[config.mk]
export PLATFORM = sky130hd
export DESIGN_NAME = ram_stream_writer
export DESIGN_NICKNAME = d
export VERILOG_FILES = /design/src/rtl/ram_stream_writer_pkg.sv /design/src/rtl/ram_stream_writer_wrap_addr_gen.sv /design/src/rtl/ram_stream_writer.sv
export SDC_FILE = /design/constraint.sdc
export NUM_CORES = 1
export LEC_CHECK = 0
export CORE_AREA = 2 2 109 111
export CTS_CLUSTER_DIAMETER = 80
export DETAILED_ROUTE_END_ITERATION = 10
export DIE_AREA = 0 0 111 113
export PLACE_DENSITY = 0.81
export RECOVER_POWER = 50
export SLEW_MARGIN = 10
export SYNTH_ARGS = -nofsm -noshare
export SYNTH_HDL_FRONTEND = slang
export SYNTH_SLANG_ARGS = --single-unit
[constraint.sdc]
create_clock -name clk -period 3.2 [get_ports clk]
set_input_delay 0.64 -clock clk [delete_from_list [all_inputs] [get_ports clk]]
set_output_delay 0.64 -clock clk [all_outputs]
set_load 0.02 [all_outputs]
[src/rtl/ram_stream_writer_pkg.sv]
// Shared types and default widths for the stream-to-RAM writer and its address generators.
package ram_stream_writer_pkg;

    localparam int ADDR_W_DEF = 8;
    localparam int DATA_W_DEF = 8;

    typedef enum logic [2:0] {
        ST_IDLE,
        ST_WRITE,
        ST_FLUSH,
        ST_VERIFY,
        ST_DONE
    } state_t;

endpackage

[src/rtl/ram_stream_writer_wrap_addr_gen.sv]
// Address generator: base plus a running offset, wrapping modulo 2^ADDR_W.
module wrap_addr_gen
    import ram_stream_writer_pkg::*;
#(
    parameter int ADDR_W = ADDR_W_DEF
) (
    input  logic              clk,
    input  logic              rst,
    input  logic              clr,
    input  logic              step,
    input  logic [ADDR_W-1:0] base,
    output logic [ADDR_W-1:0] addr
);

    logic [ADDR_W-1:0] off_q, off_d;

    always_comb begin
        off_d = off_q;
        if (clr) begin
            off_d = '0;
        end else if (step) begin
            off_d = off_q + {{(ADDR_W-1){1'b0}}, 1'b1};
        end
    end

    always_ff @(posedge clk) begin
        if (rst) begin
            off_q <= '0;
        end else begin
            off_q <= off_d;
        end
    end

    // Natural truncation of the sum gives the DEPTH-1 -> 0 wrap.
    assign addr = base + off_q;

endmodule

[src/rtl/ram_stream_writer.sv]
// Streams len words into an external RAM from base_addr, then reads them back and compares sums.
module ram_stream_writer
    import ram_stream_writer_pkg::*;
#(
    parameter int ADDR_W = ADDR_W_DEF,
    parameter int DATA_W = DATA_W_DEF
) (
    input  logic              clk,
    input  logic              rst,
    input  logic              start,
    input  logic [ADDR_W-1:0] base_addr,
    input  logic [ADDR_W:0]   len,
    input  logic              s_valid,
    input  logic [DATA_W-1:0] s_data,
    output logic              s_ready,
    output logic              we,
    output logic [ADDR_W-1:0] waddr,
    output logic [DATA_W-1:0] wdata,
    output logic [ADDR_W-1:0] raddr,
    input  logic [DATA_W-1:0] rdata,
    output logic              busy,
    output logic              done,
    output logic              pass,
    output logic              err_len,
    output logic [DATA_W-1:0] checksum
);

    localparam logic [ADDR_W:0] DEPTH = {1'b1, {ADDR_W{1'b0}}};
    localparam logic [ADDR_W:0] ONE   = {{ADDR_W{1'b0}}, 1'b1};

    function automatic logic [DATA_W-1:0] add_mod(input logic [DATA_W-1:0] a,
                                                  input logic [DATA_W-1:0] b);
        return a + b;
    endfunction

    state_t            state_q, state_d;
    logic [ADDR_W-1:0] base_q, base_d;
    logic [ADDR_W:0]   len_q, len_d;
    logic [ADDR_W:0]   wr_cnt_q, wr_cnt_d;
    logic [ADDR_W:0]   rd_cnt_q, rd_cnt_d;
    logic [ADDR_W:0]   acc_cnt_q, acc_cnt_d;
    logic [DATA_W-1:0] checksum_q, checksum_d;
    logic [DATA_W-1:0] rsum_q, rsum_d;
    logic [DATA_W-1:0] rdata_q, rdata_d;
    logic              rd_vld_q, rd_vld_d;
    logic              acc_vld_q, acc_vld_d;
    logic              pass_q, pass_d;
    logic              err_len_q, err_len_d;
    logic              we_q, we_d;
    logic [ADDR_W-1:0] waddr_q, waddr_d;
    logic [DATA_W-1:0] wdata_q, wdata_d;

    logic              hs, gen_clr, wr_step, rd_step;
    logic [ADDR_W-1:0] wr_addr, rd_addr;

    wrap_addr_gen #(.ADDR_W(ADDR_W)) u_wr_gen (
        .clk (clk), .rst (rst), .clr (gen_clr), .step (wr_step), .base (base_q), .addr (wr_addr)
    );

    wrap_addr_gen #(.ADDR_W(ADDR_W)) u_rd_gen (
        .clk (clk), .rst (rst), .clr (gen_clr), .step (rd_step), .base (base_q), .addr (rd_addr)
    );

    assign s_ready = (state_q == ST_WRITE);
    assign hs      = s_valid && s_ready;

    always_comb begin
        state_d    = state_q;
        base_d     = base_q;
        len_d      = len_q;
        wr_cnt_d   = wr_cnt_q;
        rd_cnt_d   = rd_cnt_q;
        acc_cnt_d  = acc_cnt_q;
        checksum_d = checksum_q;
        rsum_d     = rsum_q;
        pass_d     = pass_q;
        err_len_d  = 1'b0;
        we_d       = 1'b0;
        waddr_d    = waddr_q;
        wdata_d    = wdata_q;
        gen_clr    = 1'b0;
        wr_step    = 1'b0;
        rd_step    = 1'b0;
        rd_vld_d   = 1'b0;
        // Readback pipe: raddr -> rdata (RAM) -> rdata_q -> rsum.
        acc_vld_d  = rd_vld_q;
        rdata_d    = rd_vld_q ? rdata : rdata_q;
        if (acc_vld_q) begin
            rsum_d    = add_mod(rsum_q, rdata_q);
            acc_cnt_d = acc_cnt_q + ONE;
        end

        case (state_q)
            ST_IDLE: begin
                if (start) begin
                    if (len > DEPTH) begin
                        err_len_d = 1'b1;
                    end else if (len == '0) begin
                        checksum_d = '0;
                        pass_d     = 1'b1;
                        state_d    = ST_DONE;
                    end else begin
                        base_d     = base_addr;
                        len_d      = len;
                        checksum_d = '0;
                        rsum_d     = '0;
                        pass_d     = 1'b0;
                        wr_cnt_d   = '0;
                        rd_cnt_d   = '0;
                        acc_cnt_d  = '0;
                        gen_clr    = 1'b1;
                        state_d    = ST_WRITE;
                    end
                end
            end
            ST_WRITE: begin
                if (hs) begin
                    we_d       = 1'b1;
                    waddr_d    = wr_addr;
                    wdata_d    = s_data;
                    wr_step    = 1'b1;
                    checksum_d = add_mod(checksum_q, s_data);
                    wr_cnt_d   = wr_cnt_q + ONE;
                    if (wr_cnt_q + ONE == len_q) begin
                        state_d = ST_FLUSH;
                    end
                end
            end
            // One idle cycle lets the final registered write land before any read.
            ST_FLUSH: state_d = ST_VERIFY;
            ST_VERIFY: begin
                if (rd_cnt_q != len_q) begin
                    rd_step  = 1'b1;
                    rd_cnt_d = rd_cnt_q + ONE;
                    rd_vld_d = 1'b1;
                end
                if (acc_vld_q && (acc_cnt_q + ONE == len_q)) begin
                    pass_d  = (rsum_d == checksum_q);
                    state_d = ST_DONE;
                end
            end
            ST_DONE: state_d = ST_IDLE;
            default: state_d = ST_IDLE;
        endcase
    end

    always_ff @(posedge clk) begin
        if (rst) begin
            state_q    <= ST_IDLE;
            base_q     <= '0;
            len_q      <= '0;
            wr_cnt_q   <= '0;
            rd_cnt_q   <= '0;
            acc_cnt_q  <= '0;
            checksum_q <= '0;
            rsum_q     <= '0;
            rdata_q    <= '0;
            rd_vld_q   <= 1'b0;
            acc_vld_q  <= 1'b0;
            pass_q     <= 1'b0;
            err_len_q  <= 1'b0;
            we_q       <= 1'b0;
            waddr_q    <= '0;
            wdata_q    <= '0;
        end else begin
            state_q    <= state_d;
            base_q     <= base_d;
            len_q      <= len_d;
            wr_cnt_q   <= wr_cnt_d;
            rd_cnt_q   <= rd_cnt_d;
            acc_cnt_q  <= acc_cnt_d;
            checksum_q <= checksum_d;
            rsum_q     <= rsum_d;
            rdata_q    <= rdata_d;
            rd_vld_q   <= rd_vld_d;
            acc_vld_q  <= acc_vld_d;
            pass_q     <= pass_d;
            err_len_q  <= err_len_d;
            we_q       <= we_d;
            waddr_q    <= waddr_d;
            wdata_q    <= wdata_d;
        end
    end

    assign we       = we_q;
    assign waddr    = waddr_q;
    assign wdata    = wdata_q;
    assign raddr    = rd_addr;
    assign busy     = (state_q != ST_IDLE);
    assign done     = (state_q == ST_DONE);
    assign pass     = pass_q;
    assign err_len  = err_len_q;
    assign checksum = checksum_q;

endmodule

======== Word level (Yosys, flattened, before mapping) ========
Index checks and enable logic that the tools add are counted.
word-level totals
  latch bits .............................. 0
  RAM bits ................................ 0
  word-level logic and storage cells ...... 105
  output and inout bits ................... 38
  memory bits (read-only) ................. 0
  memories ................................ 0
  flip-flop bits (word level) ............. 108
  input bits .............................. 37
cells by class
  div/mod/pow operators ................... 0
  bitwise gates (word level) .............. 4
  reduce and logical (&&, ||, !) cells .... 16
  multipliers ............................. 0
  equality and inequality tests ........... 15
  $add $sub $neg .......................... 9
  magnitude comparators ................... 1
  shift operators ......................... 0
  mux-type cells .......................... 42
operators with widths
  kind                 number
  $mux 9               10
  $mux 8               8
  $pmux 9 s2           2
  $add 8x8->8          4
  $add 9x1->9 const B  3
  $eq 9x9->1           2
  $mux 3               6
  $add 8x1->8 const B  2
  $pmux 8 s2           1
  $reduce_and 5->1     3
  $mux 1               13
  $pmux 3 s4           1
  $reduce_and 4->1     3
  $ne 2x2->1 const B   5
  $gt 9x9->1 const B   1
  $logic_not 9->1      1
  $ne 9x9->1           1
  $eq 8x8->1           1
  $eq 3x2->1 const B   2
  $ne 2x1->1 const B   2
  $not 1->1            4
  $reduce_bool 2->1    2
  $eq 3x1->1 const B   1
  $eq 3x3->1 const B   1
  7 further kinds      8

======== Logic depth before layout (Yosys ltp) ========
Gate-level depths: netlist (run 1).
  depth after elaboration ................. 6
  mapped depth ............................ 11

======== By module ========
Synthesis (run 1) repeated with hierarchy kept, for this count alone.
unflattened totals
  cells, all modules ...................... 760
  area, all modules ....................... 6357.3 µm²
modules (own cells, without submodules)
  module                    seq. area each (µm²)  times used  cells each  area each (µm²)
  ram_stream_writer         1841.8                1           605         5051.1
  wrap_addr_gen (u_rd_gen)  160.2                 1           77          663.1
  wrap_addr_gen (u_wr_gen)  160.2                 1           78          643.1

======== Worst setup path before layout (run 1) ========
OpenSTA, ideal clock, no wires.
  path kind ............................... reg2reg
  start point ............................. register rsum_q[2]
  end point ............................... register pass_q (netlist: pass)
  path slack .............................. 0.717 ns
  required time ........................... 3.067 ns
  stages on the path, launching flop included .. 9
  data arrival time ....................... 2.350 ns
  buffers on the path ..................... 0
  cell sequence ........................... dfxtp_1 > ha_1 > and3_1 > a22o_1 > o41ai_1 > mux2_2 > or3b_2 > o2111ai_1 > a211oi_2
on the way
  word-level cells in the longest chain between the ends .. 5
RTL lines
  item                    line                      source
  start, declared         ram_stream_writer.sv:43   logic [DATA_W-1:0] rsum_q, rsum_d;
  start signal, assigned  ram_stream_writer.sv:173  rsum_q <= rsum_d;
  $add 8x8->8             ram_stream_writer.sv:33   return a + b;
  $mux 8 *                ram_stream_writer.sv:88   if (acc_vld_q) begin
  $eq 8x8->1 *            ram_stream_writer.sv:138  pass_d = (rsum_d == checksum_q);
  $mux 1 *                ram_stream_writer.sv:137  if (acc_vld_q && (acc_cnt_q + ONE == len_q)) begin
  $pmux 1 s2 *            ram_stream_writer.sv:93   case (state_q)
  end signal, assigned    ram_stream_writer.sv:177  pass_q <= pass_d;
  end, declared           ram_stream_writer.sv:47   logic pass_q, pass_d;
Mark *: on every way between the ends. The rest lies on a longest branch, timed or not. The select of a mux whose other input is x is not followed.
A chain may end at the register's enable or synchronous reset.

======== Worst setup path after layout (run 1) ========
  start point ............................. register base_q[1]
  end point ............................... output port raddr[7]
on the way
  word-level cells in the longest chain between the ends .. 1
RTL lines
  item                    line                                   source
  start, declared         ram_stream_writer.sv:37                logic [ADDR_W-1:0] base_q, base_d;
  start signal, assigned  ram_stream_writer.sv:167               base_q <= base_d;
  $add 8x8->8             ram_stream_writer_wrap_addr_gen.sv:35  assign addr = base + off_q;
  end, declared           ram_stream_writer.sv:19                output logic [ADDR_W-1:0] raddr,
Every way passes these cells.

==> results of run 1 <==
==> routing by layer <==
layer / vias up / share of wire (%) / global-route usage, %
met3: 26 / 4.7 / 4.18
met5: - / 0 / 0
li1: 2754 / - / -
met4: 0 / 2.2 / 10.3
met1: 2638 / 42 / 29.5
met2: 150 / 51 / 43.9
==> cells in the final DEF (no fill, tap or decap), types with 3 or more instances in the layout <==
cell type        instances
o21bai_1                 6
buf_4                    7
dfxtp_1                108
fa_1                     4
inv_1                   28
nor3_1                  17
nor3b_1                  3
nor2_1                  79
mux2i_1                 10
o2111ai_1                3
ha_1                    35
xor2_1                  42
nand3_1                 23
nand2_1                 98
xnor2_1                 38
a21oi_1                 71
nand2b_1                 8
dlygate4sd3_1           29
a21o_1                   8
a211oi_1                11
a22oi_1                  5
nor2b_1                  6
and3_1                  12
clkinv_2                 3
a31oi_1                  5
clkdlybuf4s50_1         40
or3_1                    7
nand4_1                 11
clkbuf_1                 4
o21ai_0                 27
clkbuf_16                9
nor4_1                   6
==> Yosys cell counts, drive strengths merged (7+ instances only) <==
cell / instances / area share, %
o21ai: 28 / 2.3
xor2: 42 / 6.0
mux2i: 11 / 2.0
nand4: 11 / 1.1
nand3: 23 / 1.9
a211oi: 12 / 1.5
inv: 29 / 1.8
nor2: 81 / 5.0
and3: 12 / 1.2
a21oi: 73 / 5.9
nor3: 17 / 1.6
buf: 13 / 1.1
nand2b: 8 / 0.81
or3: 7 / 0.71
nand2: 99 / 6.1
clkbuf: 22 / 1.4
ha: 35 / 7.1
xnor2: 38 / 5.4
dfxtp: 108 / 35
a21o: 8 / 0.97
==> kinds of logic (layout without fill, tap and decap cells) <==
logic type | count (synthesis) | after routing | share of synthesized area [%]
simple gates | 288 | 288 | 21.8
compound gates | 167 | 167 | 17.2
flops | 108 | 108 | 35.0
xor+xnor | 80 | 80 | 11.3
buf+inv | 64 | 130 | 4.19
fa+ha+maj | 39 | 39 | 8.39
mux | 12 | 12 | 2.17
==> flip-flops by register name (all words and copies together) (netlist names), 8 cells and up <==
register and cells:
wdata 8, acc_cnt_q 9, checksum 8, wr_cnt_q 9
len_q 9, u_wr_gen.off_q 8, rsum_q 8, u_rd_gen.off_q 8
rdata_q 8, waddr 8, rd_cnt_q 9, base_q 8
==> worst paths after layout <==
path / slack, ps / depth (start not counted) / end / start
worst min-delay path: 460 / 2 / wdata[1] / wdata[1]
worst max register to register: 410 / 7 / checksum[2] / state_q[0]
worst min register to register: 460 / 2 / wdata[1] / wdata[1]
worst max-delay path: 140 / 9 / raddr[7] / base_q[1]
==> final cells by class <==
class                   count  area, um^2  share of cell area (%)
clock buffers              11         243                    3.31
flip-flops and latches    108        2160                    29.5
clock inverters             5        75.1                    1.02
inverters                  29         109                    1.48
multi-input cells         586        3750                    51.2
repair buffers             85         815                    11.1
well taps                 143         179                    2.44
==> power breakdown <==
part	internal [mW]	leakage, nW	switching (mW)
Sequential	1.37	0.873	0.0358
Combinational	0.146	1.98	0.180
Clock	0.704	0.159	0.505
Total	2.22	3.01	0.721
==> worst reg2reg max path: stages (launching register included) <==
cell and delay, ps:
dfxtp_1 450, nand2b_1 110, or2_2 330, inv_1 160, and2_0 760, clkbuf_1 590, nand2_1 130, a21oi_1 170
==> stage by stage <==
step	instance area (um^2)	setup slack [ps]	total power [mW]
2_1_floorplan	6180	717	1.62
3_3_place_gp	7040	13.9	1.76
3_5_place_dp	7040	4.02	1.77
4_1_cts	7350	6.98	2.96
5_1_grt	7330	23.0	3.04
6_report	7330	141	2.94
==> what timing repair did <==
item	in CTS	in global routing
resized for setup	3	6
setup endpoints to repair	3	3
hold buffers	0	0
==> metrics.yaml, run 1 <==
peakVddDrop_v: 0.000354
grt_pass1_wl_um: 25200
htree_levels: 3
final_core_util_pct: 65.1
required_ps: 2560
fin_setup_tns_ps: 0
clockBufferDepth: 2
drv_slew: 35
drtIter0Drc: 278
dieHeight_um: 113
synth_edf_count: 0
drv_cap: 1
core_area_um2: 11300
max_slew_margin_pct: -5.04
fin_crit_ps: 3060
clkSinkCount: 108
synthFlopType: "dfxtp_1"
yosys_warnings: 0
worstSetupPathType: "register to output port"
cts_setup_buffers: 0
worstPathMaxFanout: 4
crit_buf_inv: 1
antenna_found_initial: 0
slowest_stage: "dfxtp_1"
rows: 39
start_kind: "register"
port_buffers: 74
vias: 5568
powerDensity_nw_per_um2: 401
setup_viol_count_final: 0
grtUsageTotal_pct: 24.6
place_congestion: 0.886
cp.arrival_ps: 2420
ys_seq_area_share_pct: 35.0
failed_checks: "capacitance limit, slew limit"
dp_hpwl_um: 11400
period_share_pct: 95.6
worstMarginPinSlew_ps: 1580
syn_area_um2: 6180
route.antenna.remaining_nets: 0
rsz0062_at_grt: "false"
die_x_um: 111
hp-class: "register to register"
ys_types: 70
area_delta_synth_final_pct: 18.7
final_cell_count_no_fill: 967
clock_skew_ps: 6.27
cts_made_buffers: 9
synth-seq-cells: 108
first_pass_iters: 4
antennaDiodeCount: 0
syn_nets: 834
post-route-drc-count: 0
nets: 895
cts_tree: "built"
die-area_um2: 12500
placed_cells_incl_taps: 951
status: "finished with violations"
cts_root_buf: "clkbuf_16"
hold_viol_final: 0
cts.reportedPaths.clkPinSlew_ps: 70
grt_pass1_vias: 5387
wire_per_inst_um: 15.9
nFillCells: 965
whs_ps: 455
avgSynthCellArea_um2: 8.15
slowest_delay_ps: 400
grt_max_degree: 36
fmax_ghz: 0.327
layout-drive-gt1-share_pct: 4.98
p_leak_nw: 3.01
cp-end-kind: "output port"
synthArstFlopShare_pct: 0
critical_path.cell_chain: "ha_1 -> a21o_1 -> a21oi_2 -> o21bai_1 -> a21oi_2 -> o21bai_1 -> a21oi_1 -> xnor2_1 -> dlygate4sd2_1"
clock_latency_ps: 360
wl_um: 15300
critPathTopFamily: "compound AO/OA/AOI/OAI gates"
start_util_pct: 54.8
grt-ovfl-total: 0
netlist_instances: 758
viasPerCell: 5.76
ios: 75
No activity file was read; power rests on OpenSTA's default activity.
==> inputs of run 2 (changes only) <==
- CORE_AREA: 2 2 109 111 -> 2 2 105 107
- DIE_AREA: 0 0 111 113 -> 0 0 107 109
- PLACE_DENSITY: 0.81 -> 0.87
- RECOVER_POWER: 50 -> not set
- clock period: 3.2 -> 3.96 ns (I/O delays scaled with it)
==> metrics.yaml, run 2 (same netlist as run 1, synthesis figures left out) <==
clkPwrFrac_pct: 32.2  # was 41.1%
p_leak_nw: 2.81  # was 3.01 nW
seqPwrFrac_pct: 54.9  # was 47.8%
nets: 890  # was 895
grt_pass1_wl_um: 25200  # about the same
cts_tree: "built"  # unchanged
layout-drive-gt1-share_pct: 4.52  # was 4.98%
slowest_stage: "clkdlybuf4s50_1"  # was dfxtp_1
max_slew_margin_pct: 55.5  # was -5.04%
internal-power_mw: 1.52  # was 2.22 mW
dieHeight_um: 109  # was 113 um
dp_hpwl_um: 11300  # was 11,400 um
final_cell_count_no_fill: 958  # was 967
cts_setup_buffers: 0  # unchanged
final_cell_mix: "dfxtp_1, nand2_1, nor2_1"  # unchanged
clockBufferDepth: 2  # unchanged
port_buffers: 74  # unchanged
drv_cap: 0  # was 1
p_switching_uw: 556  # was 721 uW
final_common_cell: "dfxtp_1"  # unchanged
fin_crit_ps: 3690
swShare_pct: 26.9  # was 24.5%
placed_cells_incl_taps: 943  # was 951
slowest_delay_ps: 630  # was 400 ps
setup_viol_count_final: 0  # unchanged
cp_common_cell: "a21oi_1"
core_area_um2: 10600  # was 11,300 um^2
grtUsageTotal_pct: 27.0  # was 24.6%
rsz0062_at_grt: "false"  # unchanged
hp-class: "register to register"  # unchanged
worstPathMaxFanout: 4  # unchanged
cts_root_buf: "clkbuf_8"  # was clkbuf_16
status: "finished clean"  # was finished with violations
grt-ovfl-total: 0  # unchanged
clock_skew_ps: 12.5  # was 6.27 ps
grt_pass1_vias: 5515  # was 5,387
cts.reportedPaths.clkPinSlew_ps: 100  # was 70 ps
rows: 38  # was 39
worstMarginPinSlew_ps: 667  # was 1580 ps
htree_levels: 3  # unchanged
cp-end-kind: "output port"  # unchanged
cts_resized: 0  # was 3
die_x_um: 107  # was 111 um
grt_max_degree: 49  # was 36
p_comb_share_pct: 12.8  # was 11.1%
first_pass_iters: 5  # was 4
fmax_ghz: 0.271
rrSetupSlack_ps: 1230  # was 410 ps
antenna_found_initial: 0  # unchanged
cts_made_buffers: 9  # unchanged
die-area_um2: 11700  # was 12,500 um^2
fin_setup_tns_ps: 0  # unchanged
ios: 75  # unchanged
required_ps: 3170  # was 2560 ps
peakVddDrop_v: 0.000195  # was 0.000354 V
antennaDiodeCount: 0  # unchanged
place_congestion: 0.877  # was 0.886
viasPerCell: 5.87  # was 5.76
route.antenna.remaining_nets: 0  # unchanged
critical_path.cell_chain: "ha_1 -> a21o_1 -> a21oi_1 -> o21bai_1 -> a21oi_1 -> o21bai_1 -> a21oi_1 -> xnor2_1 -> clkdlybuf4s50_1"  # was ha_1 -> a21o_1 -> a21oi_2 -> o21bai_1 -> a21oi_2 -> o21bai_1 -> a21oi_1 -> xnor2_1 -> dlygate4sd2_1
worstSetupPathType: "register to output port"  # unchanged
area_delta_synth_final_pct: 16.1  # was 18.7%
clkSinkCount: 108  # unchanged
vias: 5627  # was 5,568
post-route-drc-count: 0  # unchanged
cp.arrival_ps: 2900  # was 2420 ps
start_util_pct: 58.3  # was 54.8%
wire_per_inst_um: 16.2  # was 15.9 um
drv_slew: 0  # was 35
wl_um: 15500  # was 15,300 um
powerDensity_nw_per_um2: 289  # was 401 nW/um^2
clock_latency_ps: 380  # was 360 ps
nFillCells: 834  # was 965
hold_viol_final: 0  # unchanged
drtIter0Drc: 329  # was 278
ctsHoldBuffers: 0  # unchanged
start_kind: "register"  # unchanged
period_share_pct: 93.1
run 2: metrics by stage:
stage / setup slack [ps] / util, % / total power [mW] / hold WS, ps / area (um^2)
3_3_place_gp: 578 / 65.9 / 1.42 / 442 / 6980
3_5_place_dp: 533 / 65.9 / 1.43 / 447 / 6980
4_1_cts: 283 / 67.6 / 2.08 / 463 / 7170
2_1_floorplan: 1330 / - / 1.31 / 458 / 6180
6_report: 272 / 67.6 / 2.07 / 463 / 7170
5_1_grt: 164 / 67.6 / 2.15 / 491 / 7170
run 2: power by group through the flow:
stage          combinational (mW)  clock [mW]  sequential, mW
2_1_floorplan               0.150           0            1.16
3_3_place_gp                0.255           0            1.16
3_5_place_dp                0.264           0            1.16
4_1_cts                     0.265       0.676            1.14
5_1_grt                     0.290       0.720            1.14
6_report                    0.266       0.668            1.14
run 2: path summary, 6_finish.rpt:
kind         endpoint  depth (start not counted)      start
max          raddr[7]                          9  base_q[1]
min reg2reg  waddr[6]                          2   waddr[6]
min          waddr[6]                          2   waddr[6]
max reg2reg      pass                          8  rsum_q[0]
run 2: critical path: cells and delay by family, from the launching register on:
family	cells	cell delay (ps)
AOI/OAI and AO/OA	6	1060
adders and majority gates	1	260
DFF	1	430
buffers and inverters	1	630
xor gates and xnor gates	1	150
run 2: cell type report:
class | count | area, um^2 | share of cell area, %
Tap cell | 140 | 175 | 2.44
Inverter | 29 | 109 | 1.52
Multi-Input combinational cell | 586 | 3760 | 52.4
Clock inverter | 6 | 63.8 | 0.890
Clock buffer | 9 | 124 | 1.73
Timing Repair Buffer | 80 | 781 | 10.9
Sequential cell | 108 | 2160 | 30.2
run 2: routing by layer:
layer | GRT usage [%] | share of wire (%) | vias to the layer above
met5 | 0 | 0 | -
met4 | 11.3 | 3.0 | 0
met3 | 5.38 | 4.9 | 42
met2 | 48.6 | 51 | 182
met1 | 31.5 | 41 | 2667
li1 | - | - | 2736
==> inputs of run 3 (changes only) <==
- CORE_AREA: 2 2 105 107 -> 8 8 81 155
- CTS_CLUSTER_DIAMETER: 80 -> 200
- DIE_AREA: 0 0 107 109 -> 0 0 89 163
==> metrics.yaml, run 3 (same netlist as run 1, synthesis figures left out) <==
final_core_util_pct: 69.9  # was 67.6%
final_common_cell: "dfxtp_1"  # unchanged
core_area_um2: 10500  # was 10,600 um^2
layout-drive-gt1-share_pct: 4.40  # was 4.52%
setup_viol_count_final: 0  # unchanged
fin_crit_ps: 3700  # was 3690 ps
final_cell_mix: "dfxtp_1, nand2_1, nor2_1"  # unchanged
ios: 75  # unchanged
vias: 5727  # was 5,627
wl_um: 16800  # was 15,500 um
cts_resized: 0  # unchanged
antennaDiodeCount: 0  # unchanged
cts_setup_buffers: 0  # unchanged
nets: 890  # unchanged
hp-start: "wdata[2]"  # was waddr[6]
start_util_pct: 59.0  # was 58.3%
worstMarginPinSlew_ps: 952  # was 667 ps
htree_levels: 3  # unchanged
dieHeight_um: 163  # was 109 um
p_leak_nw: 2.88  # was 2.81 nW
crit_start: "base_q[1]"  # unchanged
cts_root_buf: "clkbuf_16"  # was clkbuf_8
grt-ovfl-total: 0  # unchanged
antenna_found_initial: 0  # unchanged
ctsHoldBuffers: 0  # unchanged
dp_hpwl_um: 12700  # was 11,300 um
cp.arrival_ps: 2910  # was 2900 ps
route.antenna.remaining_nets: 0  # unchanged
drtIter0Drc: 453  # was 329
powerDensity_nw_per_um2: 333  # was 289 nW/um^2
cts_made_buffers: 9  # unchanged
die_x_um: 89  # was 107 um
crit_end: "raddr[7]"  # unchanged
rsz0062_at_grt: "false"  # unchanged
fmax_ghz: 0.270  # was 0.271 GHz
clock_latency_ps: 350  # was 380 ps
rrSetupSlack_ps: 1190  # was 1230 ps
worstSetupPathType: "register to output port"  # unchanged
status: "finished clean"  # unchanged
r2r-end: "pass"  # unchanged
start_kind: "register"  # unchanged
worstPathMaxFanout: 4  # unchanged
clockBufferDepth: 2  # unchanged
p_total_mw: 2.44  # was 2.07 mW
grt_max_degree: 68  # was 49
die-area_um2: 14500  # was 11,700 um^2
nFillCells: 848  # was 834
wire_per_inst_um: 17.6  # was 16.2 um
place_congestion: 0.940  # was 0.877
grtUsageTotal_pct: 23.8  # was 27.0%
viasPerCell: 6.00  # was 5.87
peakVddDrop_v: 0.000265  # was 0.000195 V
required_ps: 3170  # about the same
period_share_pct: 93.5  # was 93.1%
max_slew_margin_pct: 36.5  # was 55.5%
drv_slew: 0  # unchanged
fin_setup_tns_ps: 0  # unchanged
cp-end-kind: "output port"  # unchanged
grt_pass1_wl_um: 27400  # was 25,200 um
clkSinkCount: 108  # unchanged
cts_tree: "built"  # unchanged
hold_viol_final: 0  # unchanged
post-route-drc-count: 0  # unchanged
rows: 53  # was 38
fin_area_um2: 7320  # was 7170 um^2
cts.reportedPaths.clkPinSlew_ps: 70  # was 100 ps
rr_startpoint: "rsum_q[2]"  # was rsum_q[0]
area_delta_synth_final_pct: 18.5  # was 16.1%
dpl_cell_area_um2: 6980  # about the same
clock_skew_ps: 11.1  # was 12.5 ps
port_buffers: 74  # unchanged
drv_cap: 0  # unchanged
grt_pass1_vias: 5889  # was 5,515
first_pass_iters: 5  # unchanged
ff2ff_path_depth: 8  # unchanged
hp-class: "register to register"  # unchanged
run 3: cell types whose count changed in the layout (fill, tap and decap cells not counted), sizes merged:
cell / previous run / this run
clkinv: 2 / 0
clkbuf: 9 / 11
clkinvlp: 2 / 1
bufinv: 1 / 3
inv: 30 / 29
run 3: per-stage QoR:
stage / setup slack (ps) / hold slack (ps) / instances
floorplan: 1330 / 458 / 758
global placement: 343 / 443 / 940
detailed placement: 345 / 451 / 940
CTS: 235 / 463 / 955
global route: 119 / 483 / 955
finish: 259 / 458 / 955
run 3: worst min path at each step:
| stage | to | depth (start not counted) |
|---|---|---|
| after global routing | wdata[2] | 2 |
| final | wdata[2] | 2 |
| after floorplan | base_q[0] | 2 |
| after detailed placement | wdata[2] | 2 |
| after global placement | wdata[5] | 2 |
| after CTS | wdata[2] | 2 |
run 3: worst max-delay path: stages (launching register included):
cell and delay (ps):
dfxtp_1 470, ha_1 280, a21o_1 180, a21oi_1 250
o21bai_1 100, a21oi_1 230, o21bai_1 110, a21oi_1 180
xnor2_1 140, clkdlybuf4s50_1 630
run 3: final cells by class:
| type | count | area (um^2) | share of cell area (%) |
|---|---|---|---|
| multi-input combinational | 586 | 3760 | 51.3 |
| sequential | 108 | 2160 | 29.5 |
| timing repair buffer | 80 | 781 | 10.7 |
| clock buffer | 11 | 243 | 3.32 |
| tap | 137 | 171 | 2.34 |
| inverter | 29 | 109 | 1.49 |
| clock inverter | 4 | 97.6 | 1.33 |
run 3: routing by layer:
metal | up-vias | track usage, % | part of all wire [%]
li1 | 2744 | - | -
met1 | 2710 | 23.6 | 35
met2 | 211 | 43.1 | 55
met3 | 62 | 4.40 | 5.0
met4 | 0 | 15.0 | 5.1
met5 | - | 0 | 0
run 3: power by group:
part / internal, mW / switching [mW]
clock network: 0.633 / 0.401
logic: 0.121 / 0.149
registers: 1.11 / 0.0308
